`src/rtl/micro_exec_pkg.sv`:
```
// Shared definitions for the micro_exec_core back end: opcode map, microword
// bit positions, ALU operation codes and the opcode-to-microcode lookup.
package micro_exec_pkg;

  localparam int DATA_W = 16;
  localparam int ADDR_W = 8;
  localparam logic [7:0] NOP_ENTRY = 8'd67;

  localparam logic [7:0] OP_ALU_BASE  = 8'h01;
  localparam logic [7:0] OP_MEM1_BASE = 8'h11;
  localparam logic [7:0] OP_MEM2_BASE = 8'h21;
  localparam logic [7:0] OP_IMM_BASE  = 8'h31;
  localparam logic [7:0] OP_JUMP      = 8'h40;
  localparam logic [7:0] OP_BEQ       = 8'h60;
  localparam logic [7:0] OP_LOAD      = 8'h80;
  localparam logic [7:0] OP_STORE     = 8'h81;
  localparam logic [7:0] OP_STORE_IMM = 8'h82;
  localparam logic [7:0] VARIANTS     = 8'd7;

  localparam int UB_WR_REG = 0;
  localparam int UB_WR_MEM = 1;
  localparam int UB_MA_SEL = 2;
  localparam int UB_MA_LD  = 4;
  localparam int UB_B_RF   = 6;
  localparam int UB_A_RF   = 7;
  localparam int UB_B_MEM  = 8;
  localparam int UB_A_MEM  = 9;
  localparam int UB_B_IMM  = 20;
  localparam int UB_JUMP   = 22;
  localparam int UB_OP_LO  = 12;
  localparam int UB_OP_HI  = 15;

  typedef enum logic [3:0] {
    ALU_PASS = 4'd0,
    ALU_ADD  = 4'd1,
    ALU_SUB  = 4'd2,
    ALU_AND  = 4'd3,
    ALU_OR   = 4'd4,
    ALU_XOR  = 4'd5,
    ALU_SLL  = 4'd6,
    ALU_SRL  = 4'd7,
    ALU_BEQ  = 4'd12
  } alu_op_e;

  typedef struct packed {
    logic [7:0] entry;
    logic [1:0] len;
  } uinfo_t;

  // Entry address and microword count for an opcode; unknown opcodes run the NOP word.
  function automatic uinfo_t lookup_opcode(input logic [7:0] opcode, input logic [7:0] nop_uaddr);
    uinfo_t     info;
    logic [7:0] k;
    info.entry = nop_uaddr;
    info.len   = 2'd1;
    k          = '0;
    if (opcode >= OP_ALU_BASE && opcode < OP_ALU_BASE + VARIANTS) begin
      k          = opcode - OP_ALU_BASE;
      info.entry = k;
    end else if (opcode >= OP_MEM1_BASE && opcode < OP_MEM1_BASE + VARIANTS) begin
      k          = opcode - OP_MEM1_BASE;
      info.entry = 8'd7 + k * 8'd3;
      info.len   = 2'd3;
    end else if (opcode >= OP_MEM2_BASE && opcode < OP_MEM2_BASE + VARIANTS) begin
      k          = opcode - OP_MEM2_BASE;
      info.entry = 8'd10 + k * 8'd3;
      info.len   = 2'd3;
    end else if (opcode >= OP_IMM_BASE && opcode < OP_IMM_BASE + VARIANTS) begin
      k          = opcode - OP_IMM_BASE;
      info.entry = 8'd49 + k;
    end else begin
      case (opcode)
        OP_JUMP:      info.entry = 8'd56;
        OP_BEQ:       info.entry = 8'd57;
        OP_LOAD:      begin info.entry = 8'd58; info.len = 2'd3; end
        OP_STORE:     begin info.entry = 8'd63; info.len = 2'd2; end
        OP_STORE_IMM: begin info.entry = 8'd65; info.len = 2'd2; end
        default:      ;
      endcase
    end
    return info;
  endfunction

endpackage

```
`src/rtl/micro_exec_alu.sv`:
```
// Combinational ALU-stage datapath: operand selection from the microword,
// the arithmetic/logic result and the branch compare.
module micro_exec_alu
  import micro_exec_pkg::*;
#(
  parameter int DW = DATA_W
) (
  input  logic [31:0]   uword,
  input  logic [DW-1:0] rf_a,
  input  logic [DW-1:0] rf_b,
  input  logic [DW-1:0] mem_data,
  input  logic [7:0]    imm,
  output logic [DW-1:0] result,
  output logic          resolved,
  output logic          taken
);

  logic [DW-1:0] a;
  logic [DW-1:0] b;
  alu_op_e       op;
  logic          is_beq;
  logic          is_jump;
  logic          unused_word;

  assign op          = alu_op_e'(uword[UB_OP_HI:UB_OP_LO]);
  assign unused_word = ^{uword[31:23], uword[21], uword[19:16], uword[11:10], uword[5:0]};

  // NOTE: every output of this block is given a default first so no path can infer a latch.
  always_comb begin
    a = '0;
    b = '0;
    if (uword[UB_A_RF])       a = rf_a;
    else if (uword[UB_A_MEM]) a = mem_data;
    if (uword[UB_B_RF])       b = rf_b;
    else if (uword[UB_B_MEM]) b = mem_data;
    else if (uword[UB_B_IMM]) b = {{(DW-8){1'b0}}, imm};

    result = '0;
    case (op)
      ALU_PASS: result = a | b;
      ALU_ADD:  result = a + b;
      ALU_SUB:  result = a - b;
      ALU_AND:  result = a & b;
      ALU_OR:   result = a | b;
      ALU_XOR:  result = a ^ b;
      ALU_SLL:  result = a << b[3:0];
      ALU_SRL:  result = a >> b[3:0];
      default:  result = '0;
    endcase
  end

  assign is_beq   = (op == ALU_BEQ);
  assign is_jump  = uword[UB_JUMP];
  assign resolved = is_beq | is_jump;
  assign taken    = is_jump | (is_beq && (a == b));

endmodule

```
`src/rtl/micro_exec_core.sv`:
```
// Decode register, microcode sequencer and ALU/branch stage of the pipelined
// microprogrammed CPU.
module micro_exec_core
  import micro_exec_pkg::*;
#(
  parameter int         DW        = DATA_W,
  parameter int         AW        = ADDR_W,
  parameter logic [7:0] NOP_UADDR = NOP_ENTRY
) (
  input  logic          clk,
  input  logic          rst,
  input  logic [49:0]   fetch_idecode_interface,
  output logic          dec_ready,
  output logic          exec_ready,
  output logic          flush_pipeline,
  output logic [18:0]   alu_fetch_interface,
  output logic [AW-1:0] micro_code_addr_out,
  input  logic [31:0]   micro_code_in_normal,
  output logic [AW-1:0] micro_code_addr_speculative_fetch,
  input  logic [31:0]   micro_code_in_speculative,
  output logic [31:0]   micro_code_out_external_mem,
  output logic [AW-1:0] alu_regfile_address_out_1,
  output logic [AW-1:0] alu_regfile_address_out_2,
  input  logic [DW-1:0] alu_regfile_in_1,
  input  logic [DW-1:0] alu_regfile_in_2,
  output logic          alu_regfile_write_en_out,
  output logic [AW-1:0] alu_regfile_address_out,
  output logic [DW-1:0] alu_result,
  output logic [AW-1:0] alu_memory_address_out,
  input  logic [DW-1:0] alu_memory_in,
  output logic          alu_memory_write_en_out
);

  logic          dec_valid;
  logic [15:0]   dec_pc;
  logic [31:0]   dec_instr;
  uinfo_t        dec_info;
  logic [31:0]   alu_word;
  logic [31:0]   alu_instr;
  logic [AW-1:0] cur_addr;
  logic [AW-1:0] mar;
  logic [1:0]    remaining;
  logic          accept;
  logic          resolved;
  logic          taken;
  logic [7:0]    f1, f2, f3;
  logic [7:0]    ma_field;
  logic [7:0]    target;
  logic          unused_bits;

  assign exec_ready = (remaining == 2'd0);
  assign dec_ready  = exec_ready || !dec_valid;
  assign accept     = dec_valid && exec_ready && !flush_pipeline;

  // NOTE: state registers use non-blocking assignments so every stage samples pre-edge values.
  always_ff @(posedge clk or posedge rst) begin
    if (rst) begin
      dec_valid <= 1'b0;
      dec_pc    <= '0;
      dec_instr <= '0;
      dec_info  <= '0;
    end else if (flush_pipeline) begin
      dec_valid <= 1'b0;
    end else if (fetch_idecode_interface[49] && dec_ready) begin
      dec_valid <= 1'b1;
      dec_pc    <= fetch_idecode_interface[47:32];
      dec_instr <= fetch_idecode_interface[31:0];
      dec_info  <= lookup_opcode(fetch_idecode_interface[31:24], NOP_UADDR);
    end else if (accept) begin
      dec_valid <= 1'b0;
    end
  end

  // An all-zero microword has no side effects, so it doubles as the bubble after a flush or when idle.
  always_ff @(posedge clk or posedge rst) begin
    if (rst) begin
      alu_word  <= '0;
      alu_instr <= '0;
      cur_addr  <= NOP_UADDR;
      remaining <= '0;
    end else if (flush_pipeline) begin
      alu_word  <= '0;
      alu_instr <= '0;
      cur_addr  <= NOP_UADDR;
      remaining <= '0;
    end else if (remaining != 2'd0) begin
      alu_word  <= micro_code_in_normal;
      cur_addr  <= cur_addr + 1'b1;
      remaining <= remaining - 2'd1;
    end else if (accept) begin
      alu_word  <= micro_code_in_speculative;
      alu_instr <= dec_instr;
      cur_addr  <= dec_info.entry;
      remaining <= dec_info.len - 2'd1;
    end else begin
      alu_word  <= '0;
    end
  end

  assign micro_code_addr_out               = (remaining != 2'd0) ? cur_addr + 1'b1 : '0;
  assign micro_code_addr_speculative_fetch = dec_info.entry;
  assign micro_code_out_external_mem       = alu_word;

  assign f1 = alu_instr[23:16];
  assign f2 = alu_instr[15:8];
  assign f3 = alu_instr[7:0];

  assign ma_field = alu_word[UB_MA_SEL] ? f2 : f1;

  always_ff @(posedge clk or posedge rst) begin
    if (rst)                     mar <= '0;
    else if (alu_word[UB_MA_LD]) mar <= ma_field;
  end

  assign alu_memory_address_out    = alu_word[UB_MA_LD] ? ma_field : mar;
  assign alu_memory_write_en_out   = alu_word[UB_WR_MEM];
  assign alu_regfile_write_en_out  = alu_word[UB_WR_REG];
  assign alu_regfile_address_out   = f3;
  assign alu_regfile_address_out_1 = f1;
  assign alu_regfile_address_out_2 = f2;

  micro_exec_alu #(.DW(DW)) u_alu (
    .uword    (alu_word),
    .rf_a     (alu_regfile_in_1),
    .rf_b     (alu_regfile_in_2),
    .mem_data (alu_memory_in),
    .imm      (f2),
    .result   (alu_result),
    .resolved (resolved),
    .taken    (taken)
  );

  assign target              = alu_word[UB_JUMP] ? f1 : f3;
  assign flush_pipeline      = taken;
  assign alu_fetch_interface = {resolved, taken, 1'b0, resolved ? {8'h00, target} : 16'h0000};

  assign unused_bits = ^{fetch_idecode_interface[48], dec_pc, alu_instr[31:24]};

endmodule

```
`config.mk`:
```
export PLATFORM = sky130hd
export DESIGN_NAME = micro_exec_core
export DESIGN_NICKNAME = d
export VERILOG_FILES = /design/src/rtl/micro_exec_pkg.sv /design/src/rtl/micro_exec_alu.sv /design/src/rtl/micro_exec_core.sv
export SDC_FILE = /design/constraint.sdc
export NUM_CORES = 1
export LEC_CHECK = 0
export ABC_AREA = 1
export BUFFER_PORTS_ARGS = -buffer_cell sky130_fd_sc_hd__buf_4
export CAP_MARGIN = 20
export CORE_MARGIN = 1
export CORE_UTILIZATION = 30
export DETAILED_ROUTE_END_ITERATION = 12
export PLACE_DENSITY = 0.49
export SLEW_MARGIN = 20
export SYNTH_ARGS = -nofsm -noshare
export SYNTH_HDL_FRONTEND = slang
export SYNTH_SLANG_ARGS = --single-unit
```
`constraint.sdc`:
```
create_clock -name clk -period 4.9 [get_ports clk]
set_input_delay 0.98 -clock clk [delete_from_list [all_inputs] [get_ports clk]]
set_output_delay 0.98 -clock clk [all_outputs]
set_load 0.005 [all_outputs]
```
==> flow_metrics.py, run 1 <==
metrics = {
    "timing": {
        "worstMarginPinSlew_ps": 908.1,
        "setup_viol": 0,
        "fin_crit_sh_pct": 94.91,
        "hold-worst-slack_ps": 485.8,
        "period_needed_ps": 4651,
        "maxSlewHeadroom_pct": 39.32,
        "clock_skew_ps": 10.90,
        "max_freq_mhz": 215.0,
        "finalMaxSlewViolations": 0,
        "hold_violations": 0,
        "rsz0062_at_grt": "true",
    },
    "setup_path": {
        "endpoint_kind": "primary output",
        "ff2ff_setup_slack_ps": 800,
        "path_class": "reg2out",
        "path_common_cell": "inv_1",
        "critical-path-slowest-cell": "dfrtp_1",
        "r2r-end": "alu_instr[20]",
        "crit_chain": "inv_2 -> o21ai_0 -> inv_1 -> ha_1 -> inv_1 -> fa_1 -> inv_1 -> nand3_1 -> nand3_1 -> a21oi_1 -> o21ai_0 -> nand2_1 -> nor2_1 -> nand4_1 -> buf_4",
        "required_ps": 3920,
        "path_depth": 15,
        "critPathBufInv": 5,
        "r2r_start": "micro_code_out_external_mem[7]",
        "crit_family": "buffers and inverters",
        "cp_slowest_stage_delay_ps": 440,
        "r2r_cells": 15,
        "timing.critical_path.to": "alu_result[4]",
        "startpoint": "micro_code_out_external_mem[7]",
        "critPathMaxFanout": 29,
        "cp-start-kind": "register",
        "cp.arrival_ps": 3670,
    },
    "placed_design": {
        "hpwl_um": 34050,
        "dp.cells": 2223,
        "gp_congestion": 0.9501,
        "port_buffers": 257,
    },
    "logic_synthesis": {
        "synth_top_cells_by_count": "nand2_1, inv_1, nand3_1",
        "synthTopCellsByArea": "dfrtp_1, nand2_1, nand3_1",
        "syn_inst": 1557,
        "syn_area_per_cell_um2": 6.519,
        "yosys.cell_count.top_type": "nand2_1",
        "ys_seq_area_share_pct": 26.91,
        "synth_cell_types": 49,
        "yosysTopAreaCell": "dfrtp_1",
        "yosysTopAreaCellShare_pct": 26.13,
        "ys_warn_count": 0,
        "synth-edff-count": 0,
        "yosys_register_bits": 109,
        "synthFlopType": "dfrtp_1",
        "async_flop_share_pct": 100.0,
        "syn-cell-area_mm2": 0.01015,
    },
    "cells_and_area": {
        "layout-drive-gt1-share_pct": 19.37,
        "final_nets": 2031,
        "multi_input_area_mm2": 0.006175,
        "antenna_cells_inserted": 0,
        "fin_cells": 2239,
        "ff_latch_area_mm2": 0.002734,
        "fill_cells": 3685,
        "syn_to_final_growth_pct": 25.92,
    },
    "drt": {
        "remaining_drc_errors": 0,
        "via_count": 11397,
        "wl_per_cell_um": 18.65,
        "wirelength_um": 41760,
        "via_per_inst": 5.090,
        "ant_nets": 0,
        "drt_pass1_iterations": 7,
        "drt-initial-drc-count": 884,
    },
    "floorplanning": {
        "io_pins": 284,
        "fp-row-count": 66,
        "dieArea_mm2": 0.03457,
        "core_mm2": 0.03295,
        "start_util_pct": 30.80,
        "die_x_um": 185.9,
        "die-height_um": 185.9,
    },
    "clocking": {
        "numCtsBuffers": 9,
        "cts_sinks": 109,
        "cts_max_level": 3,
        "cts.clk_slew.worst_paths_ps": 80,
        "cts_buffer_depth": 2,
        "clkLatencyLatePin_ps": 350,
        "cts-root-buf": "clkbuf_16",
        "holdBufCountCts": 0,
        "post_cts_buffers": 0,
        "cts_tree": "yes",
    },
    "pwr": {
        "pwr_density_cell_mw_per_mm2": 798.4,
        "pwr-share-comb_pct": 77.1,
        "p_sw_uw": 5756,
        "clkPwrFrac_pct": 6.9,
        "p_leak_uw": 0.006874,
        "internal_power_uw": 4448,
        "seq_power_share_pct": 16.0,
        "switching_share_pct": 56.41,
        "ir_drop_v": 0.0003185,
    },
    "global_route": {
        "grt_overflow_total": 0,
        "grt_usage_pct": 23.86,
        "grt_max_degree": 60,
        "grt_pass1_wl_um": 62680,
        "antenna_found_initial": 1,
        "first_global_vias": 10684,
    },
    "hold_path": {
        "worstHoldPathType": "reg2reg",
    },
    "run": {
        "maxCapViolCount": 0,
    },
    "status": {
        "outcome": "finished, final reports clean",
    },
}
sequential cells by signal (all words and copies together) (netlist names):
name / cells
alu_instr: 24
dec_info: 2
remaining: 2
micro_code_addr_speculative_fetch: 8
cur_addr: 8
mar: 8
dec_valid: 1
dec_instr: 24
micro_code_out_external_mem: 32
per-layer routing:
layer	GRT usage, %	wire length (um)
met1	32.10	18540
met2	38.63	19370
met3	4.285	2814
met4	7.213	1031
met5	0	13
cells by family after synthesis:
family	count (synthesis)	share of synthesized area, %
simple gates	767	32.56
xor+xnor	9	0.7767
other cells	1	0.03695
flops	109	26.91
buf+inv	297	12.55
compound gates	299	17.70
fa+ha+maj	75	9.467
layout by cell type (no fill, tap or decap), drive strengths merged, types with 3 or more instances in the layout:
| cell | instances |
|---|---|
| a21oi | 82 |
| a22o | 32 |
| a22oi | 12 |
| a31oi | 3 |
| and2 | 4 |
| buf | 295 |
| clkbuf | 9 |
| clkinv | 4 |
| conb | 9 |
| dfrtp | 106 |
| dfstp | 3 |
| fa | 3 |
| ha | 72 |
| inv | 220 |
| nand2 | 395 |
| nand3 | 194 |
| nand4 | 21 |
| nor2 | 129 |
| nor3 | 14 |
| o211ai | 15 |
| o21ai | 106 |
| o21bai | 3 |
| o221ai | 6 |
| o22ai | 30 |
| or2 | 6 |
| xnor2 | 3 |
| xor2 | 6 |
tightest hold or removal path, delay by kind of cell, from the launching register on:
family | cells | cell delay (ps)
flops | 1 | 350
simple gates | 2 | 110
how the worst min path moves through the flow:
stage	start	endpoint	slack [ps]	depth (start not counted)
final	dec_instr[23]	dec_instr[23]	490	2
after global placement	dec_instr[23]	dec_instr[23]	480	2
after global routing	dec_instr[23]	alu_instr[23]	540	2
after detailed placement	dec_instr[23]	dec_instr[23]	470	2
after floorplan	dec_instr[23]	dec_instr[23]	450	2
after CTS	dec_instr[23]	dec_instr[23]	490	2
cell type report:
| cell class | instances | area share [%] |
|---|---|---|
| Tap cell | 442 | 4.327 |
| Sequential cell | 109 | 21.39 |
| Multi-Input combinational cell | 1159 | 48.31 |
| Clock buffer | 9 | 1.762 |
| Timing Repair Buffer | 295 | 17.33 |
| Inverter | 218 | 6.422 |
| Clock inverter | 7 | 0.4601 |
power groups by stage:
stage / registers [uW] / logic (uW) / clock network (uW)
after floorplan: 1500 / 4910 / 0
after global placement: 1640 / 7780 / 0
after detailed placement: 1640 / 7770 / 0
after CTS: 1630 / 7810 / 727
after global routing: 1680 / 8710 / 764
final: 1630 / 7870 / 703
per-stage QoR:
| stage | instance area (um2) | worst slack [ps] | setup TNS (ps) | utilization, % | total power, uW |
|---|---|---|---|---|---|
| finish | 12780 | 249.3 | 0 | 38.79 | 10200 |
| global route | 12780 | -57.29 | -76.37 | 38.79 | 11160 |
| CTS | 12780 | 168.2 | 0 | 38.78 | 10170 |
| detailed placement | 12490 | 287.1 | 0 | 37.92 | 9413 |
| global placement | 12490 | 267.9 | 0 | 37.92 | 9423 |
| floorplan | 10180 | 920.5 | 0 | - | 6410 |
what timing repair did:
item,CTS,global route
hold endpoints to repair,0,0
resized for setup,0,5
endpoints found under the setup margin,0,6
No activity file was read; power rests on OpenSTA's default activity.
==> run 2: changes to the inputs <==
PLACE_DENSITY = unset   (was 0.49)
PLACE_DENSITY_LB_ADDON = 0.3   (was unset)
==> run 2 against run 1 <==
Net effect: hold slack better by 12 ps; flip-flop and latch count stayed put; sequential share of layout area is 0.093 points lower; sequential power hardly changed; highest routed layer is now met4; largest power group unchanged; combinational power is 0.9% higher; clock-buffer cell count is 1 higher; cell area is 0.34% higher; cell count is 0.22% higher; clock skew is 1.5 ps lower; critical endpoint is now alu_result[6]; worst setup slack worse by 67 ps.
==> flow_metrics.py, run 2 (synthesized netlist as in run 1, its figures left out) <==
metrics = {
    "run": {
        "maxCapViolCount": 0,
    },
    "clocking": {
        "cts_tree": "yes",
        "cts.clk_slew.worst_paths_ps": 80,
        "cts_max_level": 3,
        "post_cts_buffers": 0,
        "numCtsBuffers": 9,
        "cts-root-buf": "clkbuf_16",
        "holdBufCountCts": 0,
        "clkLatencyLatePin_ps": 360,
        "cts_buffer_depth": 2,
        "cts_sinks": 109,
    },
    "setup_path": {
        "path_class": "in2out",
        "critical-path-slowest-cell": "ha_1",
        "endpoint_kind": "primary output",
        "critPathMaxFanout": 9,
        "path_common_cell": "nand2_1",
        "cp.arrival_ps": 3740,
        "cp-start-kind": "input port",
        "required_ps": 3920,
        "crit_chain": "buf_4 -> a22oi_1 -> nand2_1 -> o21ai_0 -> inv_1 -> ha_1 -> inv_1 -> a21oi_1 -> nand2_1 -> a21oi_1 -> o21ai_0 -> nand2_1 -> o211ai_1 -> nor2_1 -> nand3_1 -> buf_4",
        "cp_slowest_stage_delay_ps": 490,
    },
    "global_route": {
        "first_global_vias": 10892,
        "met2_usage_pct": 40.27,
        "grt_max_degree": 53,
        "grtUsageMet1_pct": 32.26,
        "grt_usage_pct": 24.55,
        "grt_pass1_wl_um": 64330,
        "antenna_found_initial": 0,
        "grt_busiest_layer": "met2",
        "grt_overflow_total": 0,
        "grt_util_met3_pct": 4.011,
    },
    "timing": {
        "tns_ps": 0,
        "max_freq_mhz": 212.0,
        "setup_viol": 0,
        "finalMaxSlewViolations": 0,
        "maxSlewHeadroom_pct": 26.24,
        "period_needed_ps": 4717,
        "rsz0062_at_grt": "false",
        "fin_crit_sh_pct": 96.27,
        "clock_skew_ps": 9.412,
        "hold_violations": 0,
        "worstMarginPinSlew_ps": 1100,
    },
    "cells_and_area": {
        "largest_reg_flops": 32,
        "layout-drive-gt1-share_pct": 19.48,
        "most-common-layout-cells": "nand2_1, buf_4, inv_1",
        "layout_commonest_cell": "nand2_1",
        "fill_cells": 3564,
        "fin_cells": 2244,
        "antenna_cells_inserted": 0,
        "syn_to_final_growth_pct": 26.36,
        "final_nets": 2036,
    },
    "drt": {
        "wirelength_um": 42560,
        "via_per_inst": 5.131,
        "ant_nets": 0,
        "drt-initial-drc-count": 963,
        "drt_pass1_iterations": 5,
        "wl_per_cell_um": 18.97,
        "remaining_drc_errors": 0,
        "via_count": 11515,
    },
    "hold_path": {
        "worstHoldPathType": "reg2reg",
    },
    "floorplanning": {
        "dieArea_mm2": 0.03457,
        "die-height_um": 185.9,
        "die_x_um": 185.9,
        "start_util_pct": 30.80,
        "io_pins": 284,
        "fp-row-count": 66,
        "core_mm2": 0.03295,
    },
    "pwr": {
        "p_leak_uw": 0.006904,
        "p_total_uw": 10320,
        "ir_drop_v": 0.0004175,
        "pwr_density_cell_mw_per_mm2": 804.7,
    },
    "placed_design": {
        "port_buffers": 257,
        "gp_congestion": 0.9559,
        "dp.cells": 2228,
        "hpwl_um": 34550,
    },
    "status": {
        "outcome": "finished, final reports clean",
    },
}
## run 2: changes by cell type in the layout (fill, tap and decap cells not counted), sizes merged
cell / change
clkinvlp: -1
buf: +5
inv: +2
clkbuf: +1
clkinv: -2
## run 2: where the power goes
group | switching [uW] | internal (uW) | total [uW] | leakage [uW]
registers | 373 | 1290 | 1660 | 0.00140
clock network | 360 | 357 | 717 | 0.000141
logic | 5110 | 2830 | 7940 | 0.00536
total | 5850 | 4470 | 10300 | 0.00690
## run 2: critical path, delay by kind of cell
| family | cells | cell delay (ps) |
|---|---|---|
| AOI/OAI and AO/OA | 6 | 990 |
| and+or+nand+nor | 5 | 740 |
| buffers and inverters | 4 | 500 |
| adders and majority gates | 1 | 490 |
## run 2: layer usage
metal / share of wire [%] / wire length [um]
met5: 0 / 0
met4: 3.1 / 1328
met3: 6.9 / 2920
met1: 43 / 18430
met2: 47 / 19880
## run 2: layout make-up
cell class / count / area, um2 / share of cell area [%]
Clock buffer: 10 / 229.0 / 1.785
Multi-Input combinational cell: 1159 / 6185 / 48.22
Tap cell: 442 / 553.0 / 4.312
Timing Repair Buffer: 300 / 2252 / 17.56
Sequential cell: 109 / 2731 / 21.30
Clock inverter: 6 / 53.80 / 0.4195
Inverter: 218 / 820.8 / 6.400
## run 2: repair_timing
item	CTS	global route
setup endpoints to repair	0	7
resized for setup	0	1
hold endpoints to repair	0	0
## run 2: through the flow
stage | hold slack (ps) | util (%) | worst slack (ps) | cell area (um2)
4_1_cts | 484.1 | 38.91 | 189.2 | 12820
3_3_place_gp | 471.8 | 38.05 | 335.5 | 12540
6_report | 497.9 | 38.92 | 182.6 | 12820
3_5_place_dp | 473.0 | 38.05 | 311.4 | 12540
2_1_floorplan | 449.2 | - | 920.5 | 10180
5_1_grt | 519.3 | 38.92 | 15.62 | 12820
## run 2: final timing paths
kind | start | end | slack [ps] | cells after the start
min in group asynchronous | rst | micro_code_out_external_mem[18] | 730 | 2
max in group asynchronous | rst | dec_instr[9] | 3300 | 3
max reg2reg | micro_code_out_external_mem[7] | alu_instr[22] | 930 | 16
min reg2reg | dec_instr[23] | alu_instr[23] | 500 | 2
max | alu_memory_in[5] | alu_result[6] | 180 | 16
min | dec_instr[23] | alu_instr[23] | 500 | 2
==> run 3: changes to the inputs <==
SYNTH_HIERARCHICAL = 1   (was unset)
==> run 3 against run 2 <==
Net effect: cell count rose by 2.2%; register-to-register slack lost 50 ps; power down 8.8%; area after synthesis increased by 2.6%; via count increased by 1.4%; non-clock buffer count shrank 9; clock skew is 0.72 ps higher; maximum frequency increased by 2.6%.
==> flow_metrics.py, run 3 <==
metrics = {
    "logic_synthesis": {
        "synthFlopType": "dfrtp_1",
        "ys_seq_area_share_pct": 26.24,
        "synth_top_cells_by_count": "nand2_1, nand3_1, inv_1",
        "yosysTopAreaCellShare_pct": 25.48,
        "async_flop_share_pct": 100.0,
        "yosys_register_bits": 109,
        "yosysTopAreaCell": "dfrtp_1",
        "synthTopCellsByArea": "dfrtp_1, nand2_1, nand3_1",
        "ys_warn_count": 6,
        "synth_cell_types": 56,
        "synth-edff-count": 0,
        "syn_inst": 1615,
        "syn_area_per_cell_um2": 6.445,
        "yosys.cell_count.top_type": "nand2_1",
        "syn-cell-area_mm2": 0.01041,
    },
    "clocking": {
        "cts_max_level": 3,
        "cts_buffer_depth": 2,
        "cts_sinks": 109,
        "post_cts_buffers": 0,
        "cts-root-buf": "clkbuf_16",
        "numCtsBuffers": 9,
        "clkLatencyLatePin_ps": 360,
        "cts.clk_slew.worst_paths_ps": 80,
        "cts_tree": "yes",
        "holdBufCountCts": 0,
    },
    "run": {
        "maxCapViolCount": 0,
    },
    "cells_and_area": {
        "final_nets": 2082,
        "layout-drive-gt1-share_pct": 20.00,
        "most-common-layout-cells": "nand2_1, buf_4, nand3_1",
        "layout_commonest_cell": "nand2_1",
        "ff_latch_area_mm2": 0.002731,
        "multi_input_area_mm2": 0.006584,
        "syn_to_final_growth_pct": 25.74,
        "fin_util_pct": 38.64,
        "largest_reg_flops": 32,
        "fill_cells": 3728,
    },
    "hold_path": {
        "worstHoldPathType": "reg2reg",
        "holdPathStages": 2,
        "hold_start": "dec_instr[14]",
        "hold_end": "dec_instr[14]",
    },
    "timing": {
        "worstMarginPinSlew_ps": 843.2,
        "hold_violations": 0,
        "final.setup.worst_slack_ps": 302.8,
        "fin_crit_sh_pct": 93.82,
        "maxSlewHeadroom_pct": 43.65,
        "rsz0062_at_grt": "false",
        "clock_skew_ps": 10.13,
        "period_needed_ps": 4597,
        "tns_ps": 0,
        "hold-worst-slack_ps": 474.0,
        "finalMaxSlewViolations": 0,
        "max_freq_mhz": 217.5,
        "setup_viol": 0,
    },
    "drt": {
        "remaining_drc_errors": 0,
        "via_per_inst": 5.090,
        "wl_per_cell_um": 18.05,
        "ant_nets": 0,
        "drt-initial-drc-count": 932,
        "via_count": 11676,
        "drt_pass1_iterations": 6,
        "wirelength_um": 41400,
    },
    "placed_design": {
        "port_buffers": 257,
        "place_ws_ps": 397.5,
        "gp_congestion": 0.9383,
        "hpwl_um": 33550,
    },
    "setup_path": {
        "path_class": "reg2out",
        "cp-start-kind": "register",
        "cp_slowest_stage_delay_ps": 480,
        "crit_chain": "buf_4 -> inv_2 -> nor2_1 -> a21oi_4 -> inv_2 -> ha_1 -> nand2_1 -> o21ai_0 -> buf_4 -> nand2_1 -> nand2_1 -> a21oi_1 -> o21ai_0 -> nand3_1 -> nor2_1 -> nand3_1 -> buf_4",
        "required_ps": 3920,
        "r2r_start": "micro_code_out_external_mem[8]",
        "r2r_cells": 15,
        "critical-path-slowest-cell": "ha_1",
        "cp.arrival_ps": 3620,
        "critPathMaxFanout": 15,
        "endpoint_kind": "primary output",
        "r2r-end": "alu_instr[18]",
        "ff2ff_setup_slack_ps": 880,
    },
    "pwr": {
        "internal_power_uw": 4232,
        "switching_share_pct": 55.03,
        "p_sw_uw": 5179,
        "pwr-share-comb_pct": 73.7,
        "p_total_uw": 9411,
        "seq_power_share_pct": 17.5,
        "ir_drop_v": 0.0003391,
        "clkPwrFrac_pct": 8.8,
        "p_leak_uw": 0.006897,
        "pwr_density_cell_mw_per_mm2": 719.1,
    },
    "floorplanning": {
        "die-height_um": 188.3,
        "fp-row-count": 67,
        "core_mm2": 0.03387,
        "die_x_um": 188.3,
        "dieArea_mm2": 0.03545,
        "start_util_pct": 30.73,
        "io_pins": 284,
    },
    "global_route": {
        "grt_usage_pct": 23.00,
        "grt_max_degree": 59,
        "antenna_found_initial": 1,
        "first_global_vias": 11188,
        "grt_overflow_total": 0,
        "grt_pass1_wl_um": 63760,
    },
    "status": {
        "outcome": "finished, final reports clean",
    },
}
==> run 3: cell types whose count changed after synthesis, sizes merged, moves of 4 or more <==
cell	delta
o21a	+7
nand3b	+5
a22oi	-7
nand2	+104
a21oi	+38
o21ai	-22
o22ai	-20
inv	-41
xor2	+4
clkbuf	+8
a22o	-31
nor2	-13
nand3	+11
==> run 3: cell families (layout without fill, tap and decap cells) <==
group,Yosys count,after routing,synth area share (%)
AND/OR/NAND/NOR,877,877,36.68
AO/OA/AOI/OAI,272,272,15.03
buffers and inverters,263,485,11.10
flip-flops,109,109,26.24
adder cells (fa/ha/maj),78,78,9.593
XOR/XNOR,15,15,1.334
other,1,10,0.03603
==> run 3: timing repair <==
item | 4_1_cts | 5_1_grt
resized for setup | 0 | 1
endpoints found under the hold margin | 0 | 0
setup endpoints to repair | 0 | 9
==> run 3: worst max-delay path by stage <==
stage	from	to	slack, ps	cells past startpoint
5_1_grt	micro_code_out_external_mem[7]	alu_result[12]	6	15
4_1_cts	micro_code_out_external_mem[8]	alu_result[9]	70	16
2_1_floorplan	alu_regfile_in_1[11]	alu_fetch_interface[17]	840	10
6_report	micro_code_out_external_mem[6]	alu_result[6]	300	17
3_5_place_dp	alu_memory_in[0]	alu_result[12]	400	16
3_3_place_gp	alu_memory_in[0]	alu_result[12]	410	16
==> run 3: area by class of cell <==
type	count	area share (%)
Multi-Input combinational cell	1251	50.31
Sequential cell	109	20.87
Timing Repair Buffer	291	16.79
Inverter	178	5.124
Tap cell	448	4.283
Clock buffer	9	1.721
Clock inverter	7	0.8891
Antenna cell	1	0.01912
==> run 3: metal layers <==
layer | wire (um) | track usage [%] | vias to the layer above
li1 | - | - | 5719
met1 | 17490 | 29.53 | 5484
met2 | 19590 | 38.02 | 426
met3 | 3388 | 5.979 | 47
met4 | 928 | 6.066 | 0
met5 | 0 | 0 | -
==> run 3: power by group through the flow <==
stage	combinational [uW]	sequential (uW)	clock [uW]
after floorplan	4400	1530	0
after global placement	6800	1660	0
after detailed placement	6850	1660	0
after CTS	6870	1650	843
after global routing	7680	1690	877
final	6940	1650	829
==> run 3: worst max-delay path, delay by kind of cell, from the launching register on <==
| kind | cells | cell delay [ps] |
|---|---|---|
| compound gates | 4 | 630 |
| buf+inv | 5 | 800 |
| simple gates | 7 | 950 |
| flops | 1 | 410 |
| fa+ha+maj | 1 | 480 |
==> run 3: stage by stage <==
step / instance area, um2 / std cells
after floorplan: 10440 / 1623
after global placement: 12740 / 2277
after detailed placement: 12740 / 2277
after CTS: 13080 / 2293
after global routing: 13090 / 2293
final: 13090 / 2294
